--- config.mk ---
export PLATFORM = sky130hd
export DESIGN_NAME = branch_pred_ctrl_flat
export DESIGN_NICKNAME = d
export VERILOG_FILES = /design/src/rtl/branch_pred_ctrl_if.sv /design/src/rtl/branch_pred_ctrl.sv /design/src/flat_wrapper.sv
export SDC_FILE = /design/constraint.sdc
export NUM_CORES = 1
export LEC_CHECK = 0
export CAP_MARGIN = 10
export CELL_PAD_IN_SITES_DETAIL_PLACEMENT = 0
export CELL_PAD_IN_SITES_GLOBAL_PLACEMENT = 1
export CORE_UTILIZATION = 31
export DETAILED_ROUTE_END_ITERATION = 8
export PLACE_DENSITY = 0.83
export SYNTH_ARGS = -nofsm -noshare
export SYNTH_HDL_FRONTEND = slang
export SYNTH_SLANG_ARGS = --single-unit
--- constraint.sdc ---
create_clock -name clk -period 4.4 [get_ports clk]
set_input_delay 0.66 -clock clk [delete_from_list [all_inputs] [get_ports clk]]
set_output_delay 0.66 -clock clk [all_outputs]
set_load 0.05 [all_outputs]
--- src/rtl/branch_pred_ctrl_if.sv ---
// EX-stage branch resolution bus: instruction/prediction info from the
// pipeline and the resulting BTB update and redirect commands.
interface branch_pred_ctrl_if;
  logic        ex_valid;
  logic        ex_stall;
  logic        ex_is_br;
  logic        ex_is_jmp;
  logic        ex_taken;
  logic [31:0] ex_pc;
  logic [31:0] ex_target;
  logic        ex_pred_hit;
  logic [31:0] ex_pred_pc;
  logic [1:0]  btb_op;
  logic [31:0] btb_pc;
  logic [31:0] btb_target;
  logic        redirect;
  logic [31:0] redirect_pc;
  logic        flush;

  // Pipeline side: drives the EX instruction, consumes the commands.
  modport master (
    output ex_valid, ex_stall, ex_is_br, ex_is_jmp, ex_taken,
           ex_pc, ex_target, ex_pred_hit, ex_pred_pc,
    input  btb_op, btb_pc, btb_target, redirect, redirect_pc, flush
  );

  // Controller side.
  modport slave (
    input  ex_valid, ex_stall, ex_is_br, ex_is_jmp, ex_taken,
           ex_pc, ex_target, ex_pred_hit, ex_pred_pc,
    output btb_op, btb_pc, btb_target, redirect, redirect_pc, flush
  );
endinterface

--- src/rtl/branch_pred_ctrl.sv ---
// Branch-prediction controller for EX: checks the IF prediction against the
// resolved outcome, issues BTB insert/invalidate and pipeline redirect/flush,
// keeps a table of 2-bit saturating counters for BTB hysteresis, and counts
// resolved control instructions and mispredictions.
module branch_pred_ctrl #(
  parameter int IDX_BITS = 4,
  parameter int CNT_W    = 32
) (
  input  logic             clk,
  input  logic             rst,
  branch_pred_ctrl_if.slave bus,
  output logic [CNT_W-1:0] br_cnt,
  output logic [CNT_W-1:0] mispred_cnt
);

  localparam int DEPTH = 1 << IDX_BITS;

  typedef enum logic [1:0] {
    SNT = 2'b00,
    WNT = 2'b01,
    WT  = 2'b10,
    ST  = 2'b11
  } cnt_t;

  localparam logic [1:0] OP_NONE   = 2'b00;
  localparam logic [1:0] OP_INVAL  = 2'b01;
  localparam logic [1:0] OP_INSERT = 2'b10;

  cnt_t                tbl [DEPTH];
  logic [IDX_BITS-1:0] idx;
  cnt_t                cnt_cur;
  cnt_t                cnt_new;
  logic                act;
  logic                ctrl;
  logic                actual_taken;
  logic [31:0]         pc_plus4;
  logic [31:0]         pred_next;
  logic [31:0]         actual_next;
  logic                mispredict;
  logic                tgt_differs;
  logic [1:0]          op;

  assign idx     = bus.ex_pc[IDX_BITS+1:2];
  assign cnt_cur = tbl[idx];

  // Resolve the instruction: compare predicted vs actual next PC, compute the
  // saturated counter value and pick the BTB command.
  // NOTE: every always_comb output gets a default first so no path can
  // leave it unassigned and infer a latch.
  always_comb begin
    act          = bus.ex_valid & ~bus.ex_stall & ~rst;
    ctrl         = bus.ex_is_br | bus.ex_is_jmp;
    actual_taken = bus.ex_is_jmp | (bus.ex_is_br & bus.ex_taken);
    pc_plus4     = bus.ex_pc + 32'd4;
    pred_next    = bus.ex_pred_hit ? bus.ex_pred_pc : pc_plus4;
    actual_next  = actual_taken ? bus.ex_target : pc_plus4;
    mispredict   = act & (pred_next != actual_next);
    tgt_differs  = ~bus.ex_pred_hit | (bus.ex_pred_pc != bus.ex_target);

    cnt_new = cnt_cur;
    if (bus.ex_taken) begin
      if (cnt_cur != ST) cnt_new = cnt_t'(cnt_cur + 2'd1);
    end else begin
      if (cnt_cur != SNT) cnt_new = cnt_t'(cnt_cur - 2'd1);
    end

    op = OP_NONE;
    if (act) begin
      if (bus.ex_is_br) begin
        if (bus.ex_taken && cnt_new >= WT && tgt_differs) op = OP_INSERT;
        else if (cnt_new <= WNT && bus.ex_pred_hit)       op = OP_INVAL;
      end else if (bus.ex_is_jmp) begin
        if (tgt_differs) op = OP_INSERT;
      end else if (bus.ex_pred_hit) begin
        op = OP_INVAL;
      end
    end
  end

  // Drive the zero-latency BTB and redirect commands; all zero during reset.
  always_comb begin
    bus.btb_op      = op;
    bus.btb_pc      = rst ? 32'd0 : bus.ex_pc;
    bus.btb_target  = rst ? 32'd0 : bus.ex_target;
    bus.redirect    = mispredict;
    bus.flush       = mispredict;
    bus.redirect_pc = mispredict ? actual_next : 32'd0;
  end

  // Commit counter-table and statistics updates at the end of an active EX cycle.
  // NOTE: the small counter table is reset in full because every entry must
  // start at WNT; larger RAM-style arrays would normally be left unreset.
  always_ff @(posedge clk or posedge rst) begin
    if (rst) begin
      for (int i = 0; i < DEPTH; i++) tbl[i] <= WNT;
      br_cnt      <= '0;
      mispred_cnt <= '0;
    end else if (act) begin
      if (bus.ex_is_br) tbl[idx]    <= cnt_new;
      if (ctrl)         br_cnt      <= br_cnt + 1'b1;
      if (mispredict)   mispred_cnt <= mispred_cnt + 1'b1;
    end
  end

endmodule

--- src/flat_wrapper.sv ---
// flat-port wrapper written by rule: the top's interface ports become plain ports
module branch_pred_ctrl_flat 
#(
  parameter int IDX_BITS = 4,
  parameter int CNT_W    = 32
)
  (clk, rst, br_cnt, mispred_cnt, bus_ex_valid, bus_ex_stall, bus_ex_is_br, bus_ex_is_jmp, bus_ex_taken, bus_ex_pc, bus_ex_target, bus_ex_pred_hit, bus_ex_pred_pc, bus_btb_op, bus_btb_pc, bus_btb_target, bus_redirect, bus_redirect_pc, bus_flush);
  branch_pred_ctrl_if bus_i ();
  input  logic clk;
  input  logic rst;
  output logic [CNT_W-1:0] br_cnt;
  output logic [CNT_W-1:0] mispred_cnt;
  input wire logic [$bits(bus_i.ex_valid)-1:0] bus_ex_valid;
  input wire logic [$bits(bus_i.ex_stall)-1:0] bus_ex_stall;
  input wire logic [$bits(bus_i.ex_is_br)-1:0] bus_ex_is_br;
  input wire logic [$bits(bus_i.ex_is_jmp)-1:0] bus_ex_is_jmp;
  input wire logic [$bits(bus_i.ex_taken)-1:0] bus_ex_taken;
  input wire logic [$bits(bus_i.ex_pc)-1:0] bus_ex_pc;
  input wire logic [$bits(bus_i.ex_target)-1:0] bus_ex_target;
  input wire logic [$bits(bus_i.ex_pred_hit)-1:0] bus_ex_pred_hit;
  input wire logic [$bits(bus_i.ex_pred_pc)-1:0] bus_ex_pred_pc;
  output wire logic [$bits(bus_i.btb_op)-1:0] bus_btb_op;
  output wire logic [$bits(bus_i.btb_pc)-1:0] bus_btb_pc;
  output wire logic [$bits(bus_i.btb_target)-1:0] bus_btb_target;
  output wire logic [$bits(bus_i.redirect)-1:0] bus_redirect;
  output wire logic [$bits(bus_i.redirect_pc)-1:0] bus_redirect_pc;
  output wire logic [$bits(bus_i.flush)-1:0] bus_flush;
  assign bus_i.ex_valid = bus_ex_valid;
  assign bus_i.ex_stall = bus_ex_stall;
  assign bus_i.ex_is_br = bus_ex_is_br;
  assign bus_i.ex_is_jmp = bus_ex_is_jmp;
  assign bus_i.ex_taken = bus_ex_taken;
  assign bus_i.ex_pc = bus_ex_pc;
  assign bus_i.ex_target = bus_ex_target;
  assign bus_i.ex_pred_hit = bus_ex_pred_hit;
  assign bus_i.ex_pred_pc = bus_ex_pred_pc;
  assign bus_btb_op = bus_i.btb_op;
  assign bus_btb_pc = bus_i.btb_pc;
  assign bus_btb_target = bus_i.btb_target;
  assign bus_redirect = bus_i.redirect;
  assign bus_redirect_pc = bus_i.redirect_pc;
  assign bus_flush = bus_i.flush;
  branch_pred_ctrl #(.IDX_BITS(IDX_BITS), .CNT_W(CNT_W)) u_core (.clk(clk), .rst(rst), .bus(bus_i), .br_cnt(br_cnt), .mispred_cnt(mispred_cnt));
endmodule
==> results <==
flip-flops by register name, summed over array words and instances, names as in the netlist:
name	flops
u_core.tbl	32
u_core.br_cnt	32
u_core.mispred_cnt	32
layout make-up:
class | count | share of cell area, %
Tap cell | 335 | 3.05
Sequential cell | 96 | 17.6
Multi-Input combinational cell | 800 | 45.5
Antenna cell | 3 | 0.0547
Timing Repair Buffer | 464 | 30.7
Clock inverter | 7 | 0.729
Inverter | 25 | 0.729
Clock buffer | 9 | 1.64
timing repair:
action / CTS / global route
buffers inserted: 10 / 8
pin swaps: 24 / 24
gates cloned: 2 / 0
gates resized for setup: 86 / 49
endpoints found under the setup margin: 34 / 34
hold buffers: 0 / 0
Yosys cell counts (5+ instances only):
cell type / number / area (µm²)
nor2_1: 103 / 387
dfrtp_1: 80 / 2000
xnor2_1: 80 / 701
nand2_1: 74 / 278
nor2b_1: 64 / 400
xor2_1: 62 / 543
nand3_1: 52 / 260
clkbuf_1: 45 / 169
mux2_2: 34 / 383
nor3_1: 34 / 170
a211oi_1: 27 / 203
nand4_1: 27 / 169
and3_1: 26 / 163
inv_1: 25 / 93.8
a21oi_1: 19 / 95.1
nor4_1: 18 / 113
dfstp_2: 16 / 420
o21ai_0: 14 / 70.1
and2_1: 10 / 62.6
and4_1: 10 / 87.6
mux4_2: 10 / 225
o31ai_1: 9 / 67.6
or3_1: 9 / 56.3
buf_2: 8 / 40.0
nand2b_1: 8 / 50.1
xnor3_1: 8 / 180
nand3b_1: 7 / 52.6
o22ai_1: 7 / 43.8
a22oi_1: 6 / 45.0
buf_4: 6 / 45.0
ha_1: 6 / 75.1
a21o_1: 5 / 37.5
or4_1: 5 / 37.5
where the power goes:
part | leakage (µW) | switching, µW | total, µW | internal, µW
combinational | 0.00431 | 798 | 1330 | 534
clock | 0.000158 | 383 | 843 | 460
sequential | 0.00124 | 73.1 | 1030 | 955
cell families (layout without fill, tap and decap cells):
kind of cell / Yosys count / count (layout) / synth area share, %
AOI/OAI and AO/OA: 135 / 135 / 11.7
xor gates and xnor gates: 150 / 150 / 17.1
adders and majority gates: 7 / 7 / 1.02
buffers and inverters: 90 / 505 / 4.54
DFF: 96 / 96 / 29.0
muxes: 48 / 48 / 7.78
other: 0 / 3 / 0
and+or+nand+nor: 460 / 460 / 28.9
worst reg2reg max path, cell delays in order, from the launching register on:
cell     delay [ns]
dfrtp_1        0.45
ha_1           0.18
inv_1          0.05
nor2_1         0.13
nand3_1        0.11
nor2_1         0.57
inv_1          0.21
or4_1          0.56
xnor2_1        0.14
layer usage:
layer  GRT usage (%)  part of all wire, %
met5               0                0.040
met4            7.68                  2.8
met3            4.22                  6.3
met2            39.6                   48
met1            30.4                   43
worst max path at each step:
stage                                      to  slack [ns]  cells after the start
after floorplan                  bus_redirect       0.004                     15
after detailed placement            bus_flush       -0.50                     14
after global routing      bus_redirect_pc[23]       0.008                     14
after global placement              bus_flush       -0.45                     13
after CTS                  bus_redirect_pc[2]       0.005                     15
final                     bus_redirect_pc[23]        0.09                     14
stage by stage:
stage	total power, µW	utilization (%)	setup slack (ns)
floorplan	1790	-	0.00388
global placement	2320	49.2	-0.455
detailed placement	2330	49.2	-0.498
CTS	3210	51.7	0.00497
global route	3340	52.4	0.00788
finish	3200	52.4	0.0904
==> results.ini <==
[run_status]
status=finished, violations left
violations=DRC

[synth]
ys_types=71
ys_seq_area_share_pct=29.0
ys_seq_elements=96
yosysWarnings=0
avgSynthCellArea_um2=8.47
syn_inst=986
synthesis.area_um2=8350
syn_nets=1096
ys.flop_type=dfrtp_1
async_reset_ff_share_pct=100
synth_edf_count=0

[setup_path]
cp_max_fo=7
crit_buf_inv=5
cp.required_ns=3.74
worstReg2RegStart=u_core.mispred_cnt[0]
reg2reg_to=u_core.mispred_cnt[24]
cp_top_family=compound AO/OA/AOI/OAI gates
endpoint_kind=output port
worstPathArrival_ns=3.65
slowest_stage=or4_4
worstSetupPathType=in2out
reg2reg_slack_ns=1.90
crit_top_cell=buf_6
crit_path_start=bus_ex_pc[15]
r2r_cells=8
max_stage_delay_ns=0.47
path_cells=dlygate4sd2_1 > nand4_1 > buf_6 > or4_4 > o21a_1 > o31ai_2 > xnor2_1 > nor4_1 > o32a_1 > a31o_4 > buf_12 > buf_16 > a211oi_4 > buf_6
critPathLaunchType=input port

[die]
ios=268
fp.dieArea_um2=27600
die_h_um=166
core-area_um2=26200
start_util_pct=31.9
rows=59
die_x_um=166

[power]
p_leak_uw=0.00571
ir_worst_vdd_uv=180
p_per_area_nw_per_um2=233

[hold_path]
holdPathEnd=u_core.br_cnt[31]
hp-start=u_core.br_cnt[31]
min_path_type=reg2reg
worstHoldPathCells=1

[grt]
grt_pass1_vias=9032
antenna_found_initial=4
grtUsageTotal_pct=23.5
grt_overflow=0
grt_max_degree=66
grt_pass1_wl_mm=50.9

[clock_tree]
cts_buffers=9
clk_pin_slew_ns=0.07
cts.path.max_buffers=2
worstSkewPairLatency_ns=0.36
cts_tree=yes
htreeDepth=3
clock-root-buffer=clkbuf_16
clock_sinks=96

[place]
io_buffers=267
hpwl_mm=25.9
routabilityCongestion=0.918
dp.cells=1701
placed_cell_area_um2=12900

[timing]
tns_ns=0
whs_ns=0.478
slew-limit-headroom_pct=47.1
fin_crit_sh_pct=97.9
fin_crit_ns=4.31
hold_viol=0
clock.fmax_mhz=232
slew_viol_final=0
setup_viol=0
clock_skew_ns=0.0121
grt_setup_unrepaired=false
tightest_slew_ns=0.793

[routing]
drt_iter0_drc=669
antenna_left=0
vias=9171
drt-pass1-iter-count=9
routed_wl_mm=32.7
wl_per_cell_um=18.8
via_per_inst=5.27
drc=28

[cells_and_area]
area_growth_pct=64.5
regArea_um2=2420
final_area_um2=13700
n_fill_cell=2389
final_common_cell=buf_4
most-common-layout-cells=buf_4 (201), clkdlybuf4s50_1 (199), nor2_1 (98)
nNetsFinal=1506
stdcell_count=1739
multi_input_comb_area_um2=6240
post_route_cells_drive_above_1_share_pct=29.1

[run]
drv_cap=0

(Power assumes the default switching activity.)
